File: config.mk
export PLATFORM = sky130hd
export DESIGN_NAME = mem_copy_engine
export DESIGN_NICKNAME = d
export VERILOG_FILES = /design/src/rtl/mem_copy_engine.sv
export SDC_FILE = /design/constraint.sdc
export NUM_CORES = 1
export LEC_CHECK = 0
export BUFFER_PORTS_ARGS = -buffer_cell sky130_fd_sc_hd__buf_2
export CAP_MARGIN = 20
export CORE_ASPECT_RATIO = 0.6
export CORE_MARGIN = 2
export CORE_UTILIZATION = 47
export DETAILED_ROUTE_END_ITERATION = 8
export GPL_ROUTABILITY_DRIVEN = 0
export GPL_TIMING_DRIVEN = 0
export PLACE_DENSITY = 0.87
export SLEW_MARGIN = 20
export SYNTH_ARGS = -nofsm -noshare
export SYNTH_HDL_FRONTEND = slang
export SYNTH_SLANG_ARGS = --single-unit
File: constraint.sdc
create_clock -name clk -period 3.05 [get_ports clk]
set_input_delay 0.1525 -clock clk [delete_from_list [all_inputs] [get_ports clk]]
set_output_delay 0.1525 -clock clk [all_outputs]
set_load 0.01 [all_outputs]
File: src/rtl/mem_copy_engine.sv
// ============================================================================
// mem_copy_engine: ascending word copy between two ranges of a memory with a
// one-cycle registered read port. Revision: 1.0
// ============================================================================
`default_nettype none

module mem_copy_engine #(
    parameter int width = 16
) (
    input  logic             clk,
    input  logic             rst_n,
    input  logic             start,
    input  logic [15:0]      src_addr,
    input  logic [15:0]      dst_addr,
    input  logic [15:0]      length,
    output logic             busy,
    output logic             done,
    output logic [15:0]      rd_addr,
    input  logic [width-1:0] rd_data,
    output logic [15:0]      wr_addr,
    output logic             wr_enable,
    output logic [width-1:0] wr_data
);

    typedef enum logic [1:0] {
        S_IDLE  = 2'd0,
        S_COPY  = 2'd1,
        S_DRAIN = 2'd2,
        S_DONE  = 2'd3
    } state_t;

    state_t      state;
    logic [15:0] remaining;

    // Read data lands exactly when its paired write is due, so it feeds the write port directly.
    assign wr_data = rd_data;

    always_ff @(posedge clk or negedge rst_n) begin
        if (!rst_n) begin
            state     <= S_IDLE;
            remaining <= 16'd0;
            rd_addr   <= 16'd0;
            wr_addr   <= 16'd0;
            busy      <= 1'b0;
            done      <= 1'b0;
            wr_enable <= 1'b0;
        end else begin
            done      <= 1'b0;
            wr_enable <= 1'b0;
            if (wr_enable) begin
                wr_addr <= wr_addr + 16'd1;
            end
            case (state)
                S_IDLE: begin
                    if (start) begin
                        rd_addr   <= src_addr;
                        wr_addr   <= dst_addr;
                        remaining <= length - 16'd1;
                        if (length == 16'd0) begin
                            state <= S_DONE;
                            done  <= 1'b1;
                        end else begin
                            state <= S_COPY;
                            busy  <= 1'b1;
                        end
                    end
                end
                S_COPY: begin
                    // Every read issued in this state is written back on the following cycle.
                    wr_enable <= 1'b1;
                    if (remaining == 16'd0) begin
                        state <= S_DRAIN;
                    end else begin
                        rd_addr   <= rd_addr + 16'd1;
                        remaining <= remaining - 16'd1;
                    end
                end
                S_DRAIN: begin
                    state <= S_DONE;
                    busy  <= 1'b0;
                    done  <= 1'b1;
                end
                S_DONE: begin
                    state <= S_IDLE;
                end
                default: begin
                    state <= S_IDLE;
                end
            endcase
        end
    end

endmodule

`default_nettype wire

==> results.toml, run 1 <==
[routing]
via_per_inst = 6.201
drc = 0
drt_iter0_drc = 486
vias = 4018
ant_nets = 0
routed_wl_mm = 11.81
detail_route.wl_per_cell_um = 18.23
dr.pass1.iters = 5

[clock_network]
post-cts-setup-buffers = 0
cts_root_buf = "clkbuf_16"
clock_latency_ns = 0.30
clk_path_buf_depth = 2
clkSlewWorstSetupHoldPaths_ns = 0.07
cts_tree = "done"
cts.sink_count = 53
cts_buffers = 5
ctsHtreeMaxLevel = 2

[finish]
drive_above_1_share_pct = 28.52
nNetsFinal = 612
antenna_cells = 0
layout_common_cells = "buf_2 (103), dfrtp_1 (53), nor2_1 (46)"
final_common_cell = "buf_2"
area_growth_pct = 23.27
stdcell_area_um2 = 4567
utilization_pct = 58.87
finalNonFillerCells = 648

[power_and_ir_drop]
leakagePower_nw = 1.878
combPwrFrac_pct = 49.7
p_clk_share_pct = 16.7
switchingPower_mw = 2.100
swShare_pct = 46.35
powerDensity_nw_per_um2 = 992.0
p_int_mw = 2.430
worst_ir_drop_vdd_mv = 0.5027
seqPwrFrac_pct = 33.6

[sta]
fmax_ghz = 0.3526
fin_crit_sh_pct = 92.99
period_minus_slack_ns = 2.836
fin_setup_tns_ns = 0
setup_viol = 0
worstMarginPinSlew_ns = 0.7437
relSlewSlack_pct = 50.00
finalWorstSetupSlack_ns = 0.2138
skew_ns = 0.007974
hold_viol_final = 0
drv_slew = 0
rsz0062_at_grt = "no"

[run]
drv_cap = 0

[floorplanning]
row_count = 25
io_pins = 118
core_area_um2 = 7757
start_util_pct = 47.76
die_w_um = 118.6
dieArea_um2 = 8632
die_h_um = 72.77

[hold_path]
hold_class = "in -> reg"
min-delay-start = "src_addr[8]"

[global_routing]
grt-ovfl-total = 0
grt_use_total_pct = 26.78
grt_max_degree = 54
grt_pass1_wl_mm = 18.37
grt_pass1_vias = 3610
antenna_found_initial = 0

[synth]
syn_area_um2 = 3705
async_flop_share_pct = 100.0
synth_simple_gate_area_share_pct = 27.25
synth_flop_cell = "dfrtp_1"
yosys_warnings = 0
syn_inst = 433
ys_types = 61
synth.area.mux_share_pct = 2.736
synth_compound_area_share_pct = 19.49
avgSynthCellArea_um2 = 8.556
synth_seq_cells = 53
synth-adder-area-share_pct = 2.026
syn_nets = 506
synth_edf_count = 0
synth_top_family_by_area = "simple AND/OR/NAND/NOR gates"
synth-seq-area-share_pct = 35.80
synth_xor_area_share_pct = 5.910

[status]
status = "completed"

[worst_setup_path]
path_max_fanout = 19
crit_path_end_kind = "flip-flop"
cp_data_arrival_time_ns = 3.00
crit_start = "state[1]"
cp.required_ns = 3.21
startpoint_type = "flip-flop"
rr_startpoint = "state[1]"
path_class = "reg -> reg"

[place]
placed_cells = 641
dp_hpwl_mm = 8.546
place_area_um2 = 4343
numPortBuffers = 100
dpl_worst_slack_ns = -0.7123
[timing repair]
item                       in CTS  in global routing
gates resized for setup         5                  4
setup endpoints to repair       7                  3
hold buffers                    1                  0
pin swaps                       0                  1
hold endpoints to repair       53                  0
[per-stage QoR]
| stage | power [mW] | hold slack (ns) |
|---|---|---|
| finish | 4.530 | 0.08605 |
| global route | 4.812 | 0.1030 |
| CTS | 4.429 | 0.08777 |
| detailed placement | 3.670 | 0.2485 |
| global placement | 3.521 | 0.3856 |
| floorplan | 2.883 | -0.1431 |
[kinds of logic (layout without fill, tap and decap cells)]
| kind of cell | count (synthesis) | count (layout) |
|---|---|---|
| multiplexers | 10 | 10 |
| XOR/XNOR | 25 | 25 |
| AO/OA/AOI/OAI | 106 | 106 |
| flip-flops | 53 | 53 |
| AND/OR/NAND/NOR | 187 | 187 |
| buffers and inverters | 46 | 153 |
| adder cells (fa/ha/maj) | 6 | 6 |
[area by class of cell]
class / instances / area, um2
buffer: 36 / 226.5
clock buffer: 5 / 125.1
clock inverter: 3 / 65.06
fill: 683 / 3191
inverter: 8 / 30.03
multi-input combinational: 334 / 2146
sequential: 53 / 1326
tap: 108 / 135.1
timing repair buffer: 101 / 513.0
[Yosys cell counts, types with 4 or more instances]
cell type | count | area share, %
a21oi_1 | 30 | 4.1
a32oi_1 | 4 | 0.95
and3_1 | 8 | 1.4
and4_1 | 4 | 0.95
buf_1 | 5 | 0.51
buf_2 | 6 | 0.81
buf_4 | 19 | 3.9
clkbuf_1 | 8 | 0.81
dfrtp_1 | 53 | 36
ha_1 | 6 | 2.0
inv_1 | 7 | 0.71
mux2i_1 | 9 | 2.4
nand2_1 | 40 | 4.1
nand3_1 | 19 | 2.6
nand4_1 | 9 | 1.5
nor2_1 | 46 | 4.7
nor3_1 | 17 | 2.3
nor3_2 | 4 | 1.1
nor4_1 | 6 | 1.0
o21ai_0 | 7 | 0.95
o21ai_1 | 12 | 1.6
o22ai_1 | 10 | 1.7
o31ai_1 | 4 | 0.81
o32ai_1 | 4 | 0.95
or3_1 | 7 | 1.2
or4_1 | 6 | 1.2
xnor2_1 | 12 | 2.8
xor2_1 | 13 | 3.1
[worst max-delay path, cell delays in order, from the launching register on]
cell	delay [ns]
dfrtp_1	0.40
inv_1	0.13
ha_4	0.22
buf_6	0.20
buf_4	0.23
mux2i_2	0.27
ha_2	0.28
o2111ai_1	0.17
buf_2	0.24
nor3_2	0.21
mux2i_1	0.24
a221oi_2	0.09
[sequential cells by signal, indices dropped and copies added, names as in the netlist]
name       flops
busy           1
wr_addr       16
remaining     16
state          2
rd_addr       16
done           1
wr_enable      1
[power groups by stage]
stage / combinational [mW] / clock, mW / sequential (mW)
after floorplan: 1.38 / 0 / 1.50
after global placement: 2.06 / 0 / 1.46
after detailed placement: 2.17 / 0 / 1.50
after CTS: 2.19 / 0.753 / 1.49
after global routing: 2.46 / 0.785 / 1.57
final: 2.25 / 0.756 / 1.52
[routing by layer]
metal	global-route usage (%)	vias up	part of all wire, %
met1	39.51	1886	43
met4	7.407	0	0.96
met2	39.78	317	43
li1	-	1801	-
met5	0	-	0
met3	5.781	14	13
[worst paths after layout]
path | end | slack, ns | cells past startpoint
min | rd_addr[8] | 0.09 | 3
max reg2reg | remaining[14] | 0.21 | 11
min in group asynchronous | wr_addr[2] | 0.44 | 2
min reg2reg | remaining[11] | 0.57 | 2
max | remaining[14] | 0.21 | 11
max in group asynchronous | rd_addr[2] | 2.12 | 2
(Power assumes the default switching activity.)
==> run 2: changes to the inputs <==
--- a/config.mk
+++ b/config.mk
@@ -5,15 +5,16 @@
 export SDC_FILE = /design/constraint.sdc
 export NUM_CORES = 1
 export LEC_CHECK = 0
+export ABC_AREA = 1
 export BUFFER_PORTS_ARGS = -buffer_cell sky130_fd_sc_hd__buf_2
-export CAP_MARGIN = 20
+export CAP_MARGIN = 30
 export CORE_ASPECT_RATIO = 0.6
 export CORE_MARGIN = 2
 export CORE_UTILIZATION = 47
 export DETAILED_ROUTE_END_ITERATION = 8
 export GPL_ROUTABILITY_DRIVEN = 0
 export GPL_TIMING_DRIVEN = 0
-export PLACE_DENSITY = 0.87
+export PLACE_DENSITY = 0.77
 export SLEW_MARGIN = 20
 export SYNTH_ARGS = -nofsm -noshare
 export SYNTH_HDL_FRONTEND = slang
==> run 2 against run 1 <==
  * Hold slack worse by 0.036 ns
  * Flip-flop and latch count stayed put
  * Count of clock-buffer cells in the layout grew 1
  * Non-clock buffer count is 3 lower
  * Largest cell class unchanged
==> results.toml, run 2 <==
[synth]
synth_top_area_share_pct = 33.76
synth_top_family_by_area = "simple AND/OR/NAND/NOR gates"
yosysMostFrequentCell = "nand2_1"
synth-adder-area-share_pct = 1.911
synth_simple_gate_area_share_pct = 44.81
synth_compound_area_share_pct = 7.102
synthTopCellsByArea = "dfrtp_1 (34%), nand2_1 (27%), nor2_1 (7.5%), nand3_1 (6.1%), inv_1 (5.8%)"
yosys_warnings = 0
synth_xor_area_share_pct = 1.115
synth_top_area_cell = "dfrtp_1"
syn_area_um2 = 3929
syn_inst = 650
syn_nets = 723
synth_seq_cells = 53
async_flop_share_pct = 100.0
synth_common_cells = "nand2_1 (283), nor2_1 (78), inv_1 (61), dfrtp_1 (53), nand3_1 (48)"
synth_edf_count = 0
ys_types = 27
synth-seq-area-share_pct = 33.76
avgSynthCellArea_um2 = 6.044
synth_flop_cell = "dfrtp_1"
synth.area.mux_share_pct = 0

[global_routing]
grt_max_degree = 54
antenna_found_initial = 0
grt_pass1_vias = 3900
grt_pass1_wl_mm = 18.35
grt-ovfl-total = 0
grt_use_total_pct = 25.60

[clock_network]
clkSlewWorstSetupHoldPaths_ns = 0.07
cts-resized-gates = 0
clk_path_buf_depth = 2
cts_root_buf = "clkbuf_16"
cts.sink_count = 53
clock_latency_ns = 0.30
cts_tree = "done"
cts_buffers = 5
ctsHtreeMaxLevel = 2
post-cts-setup-buffers = 0

[floorplanning]
start_util_pct = 49.25
die_h_um = 74.82
io_pins = 118
die_w_um = 122.0
core_area_um2 = 7976
row_count = 25
dieArea_um2 = 9131

[sta]
fin_crit_sh_pct = 69.79
worstMarginPinSlew_ns = 0.7102
fmax_ghz = 0.4698
period_minus_slack_ns = 2.129
rsz0062_at_grt = "no"
fin_setup_tns_ns = 0
relSlewSlack_pct = 52.65
hold_viol_final = 0
skew_ns = 0.008789
drv_slew = 0
setup_viol = 0
whs_ns = 0.04960

[finish]
layout_common_cells = "nand2_1 (283), buf_2 (107), nor2_1 (78)"
fillers = 772
area_growth_pct = 20.25
multi_input_area_um2 = 2158
final_common_cell = "nand2_1"
drive_above_1_share_pct = 18.95
reg_top3 = "rd_addr (16), remaining (16), wr_addr (16)"
seqCellArea_um2 = 1326
nNetsFinal = 832
utilization_pct = 59.23
antenna_cells = 0

[worst_setup_path]
regToRegEndpoint = "remaining[10]"
startpoint_type = "flip-flop"
cp_data_arrival_time_ns = 2.33
path_max_fanout = 10
r2r_slack_ns = 0.92
reg2reg_depth = 11
path_class = "reg -> reg"
cp.required_ns = 3.25
crit_path_end_kind = "flip-flop"
rr_startpoint = "state[1]"

[routing]
detail_route.wl_per_cell_um = 13.34
ant_nets = 0
drt_iter0_drc = 520
vias = 4565
drc = 0
routed_wl_mm = 11.58
dr.pass1.iters = 6
via_per_inst = 5.259

[status]
status = "completed"

[place]
numPortBuffers = 101
dp_hpwl_mm = 8.676

[power_and_ir_drop]
combPwrFrac_pct = 59.3
p_clk_share_pct = 11.8
power_mw = 4.991
seqPwrFrac_pct = 28.9
leakagePower_nw = 2.637
switchingPower_mw = 2.636
powerDensity_nw_per_um2 = 1056
worst_ir_drop_vdd_mv = 0.3987
swShare_pct = 52.82
p_int_mw = 2.355

[hold_path]
hold_path_end = "wr_addr[8]"
min_path_cells = 3
hold_class = "in -> reg"
min-delay-start = "dst_addr[8]"

[run]
drv_cap = 0
run 2: cell types whose count changed in the layout (fill, tap and decap cells not counted), moves of 18 or more:
cell	previous run	this run
nand3_1	19	48
inv_1	7	61
o21ai_0	7	31
a21oi_1	30	12
nand2_1	40	283
nor2_1	46	78
run 2: power groups by stage:
stage	logic (mW)	registers [mW]	clock network (mW)
after detailed placement	2.88	1.44	0
after global placement	2.81	1.43	0
after floorplan	1.94	1.46	0
final	2.96	1.44	0.588
after CTS	2.90	1.43	0.595
after global routing	3.34	1.49	0.621
run 2: cell type report:
type / instances / area share [%]
sequential: 53 / 28.07
clock buffer: 6 / 2.728
multi-input combinational: 500 / 45.68
clock inverter: 2 / 0.2913
tap: 108 / 2.860
timing repair buffer: 102 / 10.96
buffer: 32 / 4.237
inverter: 65 / 5.164
run 2: routing by layer:
layer,up-vias,routed length [um],global-route usage [%],part of all wire [%]
met5,-,0,0,0
met4,0,91,5.619,0.79
met3,12,1316,4.924,11
met2,262,4748,37.93,41
met1,2065,5423,38.81,47
li1,2226,-,-,-
run 2: logic make-up after synthesis:
kind of cell | after synthesis
xor+xnor | 5
buf+inv | 97
compound gates | 53
simple gates | 436
flops | 53
fa+ha+maj | 6
run 2: stage by stage:
step / instance area, um2 / setup slack (ns) / cells
4_1_cts: 4725 / 0.9533 / 868
3_5_place_dp: 4572 / 0.9713 / 859
6_report: 4725 / 0.9214 / 868
5_1_grt: 4725 / 0.7267 / 868
3_3_place_gp: 4569 / 0.9953 / 859
2_1_floorplan: 3929 / 1.280 / 650
run 2: worst max path at each step:
stage / cells after the start / start / to
after floorplan: 13 / state[0] / remaining[8]
after global placement: 11 / state[1] / remaining[14]
after detailed placement: 11 / state[1] / remaining[14]
after CTS: 11 / state[1] / remaining[14]
after global routing: 11 / state[1] / remaining[14]
final: 11 / state[1] / remaining[10]
run 2: worst max-delay path: stages (launching register included):
cell     delay [ns]
dfrtp_1        0.38
inv_1          0.09
ha_1           0.26
buf_4          0.22
nand2_1        0.12
nand2_1        0.14
ha_1           0.25
inv_1          0.10
nor2_2         0.20
nand3_1        0.10
nand3_1        0.09
nand2_1        0.05
run 2: repair_timing:
item                                   CTS  global route
setup endpoints to repair                0             0
endpoints found under the hold margin   53             0
hold buffers                             1             0
